==> src/rtl/bit_serializer.sv <==
// rtl/bit_serializer.sv - parallel-to-serial front end feeding a serial bit detector
// One shifting word plus one holding buffer so consecutive words stream with no idle bit.
module bit_serializer #(
    parameter int WIDTH     = 8,
    parameter bit MSB_FIRST = 1'b1,
    parameter bit IDLE_BIT  = 1'b0
) (
    input  logic             clk,
    input  logic             reset,
    input  logic [WIDTH-1:0] in_data,
    input  logic             in_valid,
    output logic             in_ready,
    output logic             x,
    output logic             x_valid,
    output logic             last,
    output logic             busy
);

    localparam int CW = (WIDTH > 2) ? $clog2(WIDTH) : 1;
    localparam logic [CW-1:0] LAST_CNT = CW'(WIDTH - 1);

    typedef enum logic {IDLE, SHIFT} state_t;

    state_t           state_q, state_d;
    logic [WIDTH-1:0] shift_q, shift_d;
    logic [WIDTH-1:0] hold_q, hold_d;
    logic             hold_full_q, hold_full_d;
    logic [CW-1:0]    cnt_q, cnt_d;

    logic             transfer;
    logic             cur_bit;
    logic [WIDTH-1:0] shifted;

    assign in_ready = !hold_full_q && !reset;
    assign transfer = in_valid && in_ready;

    // The bit on x always sits at the outgoing end of shift_q.
    assign cur_bit = MSB_FIRST ? shift_q[WIDTH-1] : shift_q[0];
    assign shifted = MSB_FIRST ? {shift_q[WIDTH-2:0], 1'b0} : {1'b0, shift_q[WIDTH-1:1]};

    always_comb begin
        state_d     = state_q;
        shift_d     = shift_q;
        hold_d      = hold_q;
        hold_full_d = hold_full_q;
        cnt_d       = cnt_q;
        case (state_q)
            IDLE: begin
                if (transfer) begin
                    shift_d = in_data;
                    cnt_d   = '0;
                    state_d = SHIFT;
                end
            end
            SHIFT: begin
                if (cnt_q == LAST_CNT) begin
                    cnt_d = '0;
                    if (hold_full_q) begin
                        shift_d     = hold_q;
                        hold_full_d = 1'b0;
                    end else if (transfer) begin
                        shift_d = in_data;
                    end else begin
                        state_d = IDLE;
                    end
                end else begin
                    shift_d = shifted;
                    cnt_d   = cnt_q + CW'(1);
                    if (transfer) begin
                        hold_d      = in_data;
                        hold_full_d = 1'b1;
                    end
                end
            end
            default: state_d = IDLE;
        endcase
    end

    always_ff @(posedge clk) begin
        if (reset) begin
            state_q     <= IDLE;
            shift_q     <= '0;
            hold_q      <= '0;
            hold_full_q <= 1'b0;
            cnt_q       <= '0;
        end else begin
            state_q     <= state_d;
            shift_q     <= shift_d;
            hold_q      <= hold_d;
            hold_full_q <= hold_full_d;
            cnt_q       <= cnt_d;
        end
    end

    assign x_valid = (state_q == SHIFT);
    assign x       = x_valid ? cur_bit : IDLE_BIT;
    assign last    = x_valid && (cnt_q == LAST_CNT);
    assign busy    = x_valid || hold_full_q;

endmodule
==> config.mk <==
export PLATFORM = sky130hd
export DESIGN_NAME = bit_serializer
export DESIGN_NICKNAME = d
export VERILOG_FILES = /design/src/rtl/bit_serializer.sv
export SDC_FILE = /design/constraint.sdc
export NUM_CORES = 1
export LEC_CHECK = 0
export ABC_AREA = 0
export BUFFER_PORTS_ARGS = -buffer_cell sky130_fd_sc_hd__clkbuf_2
export CAP_MARGIN = 20
export CORE_ASPECT_RATIO = 0.6
export CORE_MARGIN = 4
export CORE_UTILIZATION = 31
export DETAILED_ROUTE_END_ITERATION = 16
export PLACE_DENSITY = 0.5
export SETUP_SLACK_MARGIN = 0.05
export SLEW_MARGIN = 20
export SYNTH_ARGS = -nofsm -noshare
export SYNTH_HDL_FRONTEND = slang
export SYNTH_SLANG_ARGS = --single-unit
export TNS_END_PERCENT = 1
==> constraint.sdc <==
create_clock -name clk -period 2.2 [get_ports clk]
set_clock_uncertainty 0.15 [all_clocks]
set_input_delay 0.22 -clock clk [delete_from_list [all_inputs] [get_ports clk]]
set_output_delay 0.22 -clock clk [all_outputs]
set_load 0.1 [all_outputs]
=== Yosys cells after proc, flatten, opt, wreduce, memory -nomap -nowiden ===
Cells that the tools add are included.

* Word-level logic and storage cells: 33
* Bits of input ports: 11
* Memory bits (read-only): 0
* Output and inout port bits: 5
* Memories: 0
* RAM bits: 0
* Latch bits: 0
* Flip-flop bits (word level): 21

* Multipliers: 0
* Equal/unequal tests: 2
* Multiplexer cells: 14
* Bitwise operators: 2
* Magnitude comparators: 0
* Shifts and indexed selects: 0
* Reduce and logical (&&, ||, !) cells: 9
* Div/mod/pow operators: 0
* $add $sub $neg: 1

{| class="wikitable"
|+ Operator list
! operator !! number
|-
| $mux 8 || 3
|-
| $pmux 8 s2 || 1
|-
| $mux 1 || 6
|-
| $mux 3 || 2
|-
| $pmux 3 s2 || 1
|-
| $add 3x1->3 const B || 1
|-
| $eq 3x3->1 const B || 1
|-
| $logic_and 1x1->1 || 3
|-
| $reduce_and 3->1 || 1
|-
| $logic_not 1->1 || 2
|-
| $ne 2x2->1 const B || 1
|-
| $not 1->1 || 2
|-
| $pmux 1 s2 || 1
|-
| $reduce_and 2->1 || 1
|-
| $reduce_bool 2->1 || 1
|-
| $logic_or 1x1->1 || 1
|}

=== Depth between registers and ports, before layout ===
* Depth after elaboration: 7
* Depth in mapped cells: 6

=== Least setup slack after synthesis ===
No wires, ideal clock.

* Path kind: flip-flop to flip-flop
* Start: register state_q, in the netlist x_valid
* End: register shift_q[0]
* Path slack: -0.366 ns
* Arrival time: 2.347 ns
* Path buffers: 1
* Library setup time: 0.069 ns
* Stages on the path, launching flop included: 5
* Path through: dfxtp_1 clkbuf_1 and2_1 nand3_1 o21ai_1

* Longest elaborated chain between the ends: 2

{| class="wikitable"
|+ Ends and longest elaborated chain
! what !! line !! text
|-
| start: declaration || 24 || <nowiki>state_t state_q, state_d;</nowiki>
|-
| start signal: assignment || 87 || <nowiki>state_q <= state_d;</nowiki>
|-
| $not 1->1 || n/a ||
|-
| $pmux 8 s2 (*) || 47 || <nowiki>case (state_q)</nowiki>
|-
| end signal: assignment || 88 || <nowiki>shift_q <= shift_d;</nowiki>
|-
| end: declaration || 25 || <nowiki>logic [WIDTH-1:0] shift_q, shift_d;</nowiki>
|}

Every way passes the cells marked *; elsewhere a longest branch is shown, timed or not.
A chain may end at the register's enable or synchronous reset.

=== Worst setup path in the final report ===
* Start: register cnt_q[0]
* End: output last

* Longest elaborated chain between the ends: 2

{| class="wikitable"
|+ Ends and longest elaborated chain
! what !! line !! text
|-
| start: declaration || 28 || <nowiki>logic [CW-1:0] cnt_q, cnt_d;</nowiki>
|-
| start signal: assignment || 91 || <nowiki>cnt_q <= cnt_d;</nowiki>
|-
| $eq 3x3->1 || 97 || <nowiki>assign last = x_valid && (cnt_q == LAST_CNT);</nowiki>
|-
| $logic_and 1x1->1 || 97 ||
|-
| end: declaration || 15 || <nowiki>output logic last,</nowiki>
|}

No other way between the ends.

==> metrics.txt <==
# TYPE chip_impl_metric gauge
chip_impl_metric{name="syn_inst",unit=""} 101
chip_impl_metric{name="number_of_global_route_vias_before_repair",unit=""} 788
chip_impl_metric{name="area.growth.synth_to_final",unit="%"} 16.60
chip_impl_metric{name="synth-compound-area-share",unit=""} 0.1165
chip_impl_metric{name="grt_start_max_net_pins",unit=""} 16
chip_impl_info{name="synth_area_leaders",value="dfxtp_1, mux2_4, mux2i_1"} 1
chip_impl_metric{name="cts-root-to-sink-buffers",unit=""} 2
chip_impl_metric{name="postSynthAreaPerCell",unit="um2"} 9.997
chip_impl_info{name="synth_largest_area_cell",value="dfxtp_1"} 1
chip_impl_metric{name="cp_data_arrival_time",unit="ns"} 1.60
chip_impl_metric{name="synth.yosys.seq_area_share",unit=""} 0.4164
chip_impl_info{name="synth_most_common_cell",value="dfxtp_1"} 1
chip_impl_info{name="setup.worst_path.end_class",value="output pin"} 1
chip_impl_metric{name="synthesis.area",unit="um2"} 1010
chip_impl_metric{name="placeableCoreArea",unit="um2"} 2984
chip_impl_metric{name="synth_fp_nets",unit=""} 114
chip_impl_metric{name="worst-slew-pin-transition",unit="ns"} 0.5388
chip_impl_metric{name="detailedPlace.worstSlack",unit="ns"} 0.2591
chip_impl_metric{name="min_period_over_period",unit=""} 0.8933
chip_impl_info{name="cts_tree",value="done"} 1
chip_impl_metric{name="holdBufCountCts",unit=""} 0
chip_impl_metric{name="route.detailed.wl_per_inst",unit="um"} 14.94
chip_impl_metric{name="num_rows",unit=""} 15
chip_impl_info{name="postSynth.topFlopCell",value="dfxtp_1"} 1
chip_impl_metric{name="net_switching_power_figure",unit="W"} 0.0002456
chip_impl_metric{name="clkLatencyLatePin",unit="ns"} 0.26
chip_impl_metric{name="power.total",unit="W"} 0.0008292
chip_impl_info{name="worst_hold_path_type",value="primary input to flop"} 1
chip_impl_metric{name="numCtsBuffers",unit=""} 3
chip_impl_metric{name="synth.lib_cells_used.distinct",unit=""} 26
chip_impl_metric{name="post_detail_place_hpwl",unit="um"} 1655
chip_impl_metric{name="drt_first_pass_iters",unit=""} 4
chip_impl_metric{name="netSwitchingFraction",unit=""} 0.2962
chip_impl_metric{name="holdWs",unit="ns"} 0.04532
chip_impl_info{name="rsz0062_at_grt",value="false"} 1
chip_impl_info{name="cts.root.buffer_cell",value="clkbuf_8"} 1
chip_impl_metric{name="h-tree-depth",unit=""} 1
chip_impl_metric{name="async_flop_share",unit=""} 0
chip_impl_metric{name="post_synthesis_adder_cell_area_fraction",unit=""} 0.02478
chip_impl_metric{name="p_leak",unit="nW"} 0.5727
chip_impl_metric{name="insertedDiodeCount",unit=""} 0
chip_impl_metric{name="yosys.area_share.xor_xnor",unit=""} 0
chip_impl_metric{name="synthMuxAreaShare",unit=""} 0.1983
chip_impl_metric{name="remaining_drc_errors",unit=""} 0
chip_impl_metric{name="post_drt_via_cell_ratio",unit=""} 5.013
chip_impl_metric{name="worst_slew_margin_relative_to_its_limit",unit=""} 0.6423
chip_impl_metric{name="power_frac_clock",unit=""} 0.318
chip_impl_metric{name="slew_viol_final",unit=""} 0
chip_impl_metric{name="setup_viol",unit=""} 0
chip_impl_metric{name="antenna_violation_net_count_after_detailed_routing",unit=""} 0
chip_impl_metric{name="crit_required",unit="ns"} 1.83
chip_impl_metric{name="grt_antenna_before_repair",unit=""} 0
chip_impl_metric{name="clkSinkCount",unit=""} 21
chip_impl_info{name="timing_worst_setup_path_type",value="flop to output pin"} 1
chip_impl_metric{name="crit_path_time_final",unit="ns"} 1.965
chip_impl_info{name="startpoint_type",value="flop"} 1
chip_impl_info{name="run_status",value="complete, no violations"} 1
chip_impl_metric{name="synth_simple_gate_area_share",unit=""} 0.1945
chip_impl_metric{name="grt_overflow",unit=""} 0
chip_impl_metric{name="synth_edf_count",unit=""} 0
chip_impl_metric{name="p_int",unit="W"} 0.0005836
chip_impl_metric{name="hold_violations",unit=""} 0
chip_impl_metric{name="cts_resized",unit=""} 0
chip_impl_info{name="largest_family_of_logic_cells_by_synthesized_area",value="multiplexers"} 1
chip_impl_metric{name="io-pin-count",unit=""} 16
chip_impl_metric{name="postRouteWirelength",unit="um"} 2376
chip_impl_metric{name="post_route_cells_drive_above_1_share",unit=""} 0.3077
chip_impl_metric{name="max_freq",unit="GHz"} 0.5088
chip_impl_metric{name="detailedRoute.firstIterationViolations",unit=""} 55
chip_impl_metric{name="portBuffers",unit=""} 15
chip_impl_metric{name="fillCellCount",unit=""} 292
chip_impl_metric{name="vdd_drop_max",unit="V"} 0.0002360
chip_impl_metric{name="setup-tns-final",unit="ns"} 0
chip_impl_metric{name="power_density",unit="nW/um2"} 704.3
chip_impl_metric{name="final_net_count",unit=""} 131
chip_impl_metric{name="drv.max_cap_violation_count",unit=""} 0
chip_impl_metric{name="post_cts.repair.setup_buffers",unit=""} 0
chip_impl_metric{name="start_util",unit=""} 0.3384
chip_impl_metric{name="power.combinational.fraction",unit=""} 0.178
chip_impl_metric{name="timing.critical_path.fanout_max",unit=""} 11
chip_impl_metric{name="gpl.final_weighted_congestion",unit=""} 0.7601
chip_impl_metric{name="worst_slack",unit="ns"} 0.2347
chip_impl_metric{name="synth_top_cell_area_share",unit=""} 0.4164
chip_impl_metric{name="worst_setup_hold_path_clk_slew",unit="ns"} 0.08
chip_impl_metric{name="grt.total_usage",unit=""} 0.1253
chip_impl_metric{name="dr_total_vias",unit=""} 797
chip_impl_metric{name="design.die.area",unit="um2"} 4264
chip_impl_metric{name="die_height",unit="um"} 52.21
chip_impl_metric{name="ys_ff_latch",unit=""} 21
chip_impl_metric{name="seq_power_share",unit=""} 0.504
chip_impl_metric{name="die_w",unit="um"} 81.68
chip_impl_metric{name="wire_length_of_the_first_global_routing_pass",unit="um"} 3926
chip_impl_info{name="ys_top_cells_by_count",value="dfxtp_1, a21oi_1, mux2_4, mux2i_1"} 1
chip_impl_metric{name="yosys_warning_total",unit=""} 0
-- area by class of cell --
| type | instances | area (um2) | share of cell area |
|---|---|---|---|
| multi-input cells | 71 | 541.8 | 0.4601 |
| flip-flops and latches | 21 | 421.7 | 0.3581 |
| repair buffers | 19 | 107.6 | 0.09139 |
| well taps | 42 | 52.55 | 0.04463 |
| clock buffers | 3 | 41.29 | 0.03507 |
| inverters | 2 | 7.507 | 0.006376 |
| clock inverters | 1 | 5.005 | 0.004251 |
-- power groups by stage --
stage	Sequential, W	Combinational (W)	Clock (W)
floorplan	0.000431	0.000107	0
CTS	0.000418	0.000148	0.000268
detailed placement	0.000426	0.000148	0
global route	0.000421	0.000159	0.000280
finish	0.000418	0.000147	0.000264
global placement	0.000426	0.000146	0
-- cells in the final DEF (no fill, tap or decap), types with 2 or more instances in the layout --
master    Yosys  final
clkbuf_8      0      3
dfxtp_1      21     20
nand2b_1      2      2
nor2b_1       4      4
inv_1         2      2
ha_1          2      2
a21oi_1      11     11
mux2i_1       8      8
o22ai_1       7      7
and3_1        7      7
nor2_1        2      2
nand2_1       3      3
buf_4         0      5
nand3_1       3      3
and2_2        0      2
and2b_1       4      4
mux2_4        8      8
clkbuf_2      0     14
-- registers in the layout (all words and copies together), names as in the netlist --
name	cells
shift_q	8
hold_q	8
hold_full_q	1
cnt_q	3
x_valid	1
-- through the flow --
stage / std cells / util / cell area (um2)
global route: 159 / 0.3945 / 1177
CTS: 159 / 0.3945 / 1177
finish: 159 / 0.3945 / 1177
global placement: 155 / 0.3790 / 1131
floorplan: 101 / - / 1013
detailed placement: 155 / 0.3790 / 1131
-- kinds of logic after synthesis --
kind of cell / count (synthesis)
adders and majority gates: 2
DFF: 21
muxes: 16
buffers and inverters: 9
and+or+nand+nor: 32
AOI/OAI and AO/OA: 21
-- worst paths after layout --
kind / startpoint / end / slack, ns / depth (start not counted)
max: cnt_q[0] / last / 0.23 / 5
min: in_data[3] / hold_q[3] / 0.05 / 2
max reg2reg: cnt_q[0] / hold_q[6] / 0.25 / 4
min reg2reg: cnt_q[1] / cnt_q[1] / 0.33 / 2
-- routing by layer --
layer | vias to the layer above | routed length, um | GRT usage
met5 | - | 0 | 0
met4 | 0 | 8 | 0.02486
met1 | 387 | 1309 | 0.1802
met3 | 2 | 128 | 0.05155
li1 | 387 | - | -
met2 | 21 | 930 | 0.1730
-- critical path, cell delays in order (launching register included) --
cell and delay (ns):
dfxtp_1 0.37, ha_1 0.16, ha_1 0.15, buf_4 0.18
and2_2 0.18, buf_4 0.29
Power figures use the tool's default switching activity.
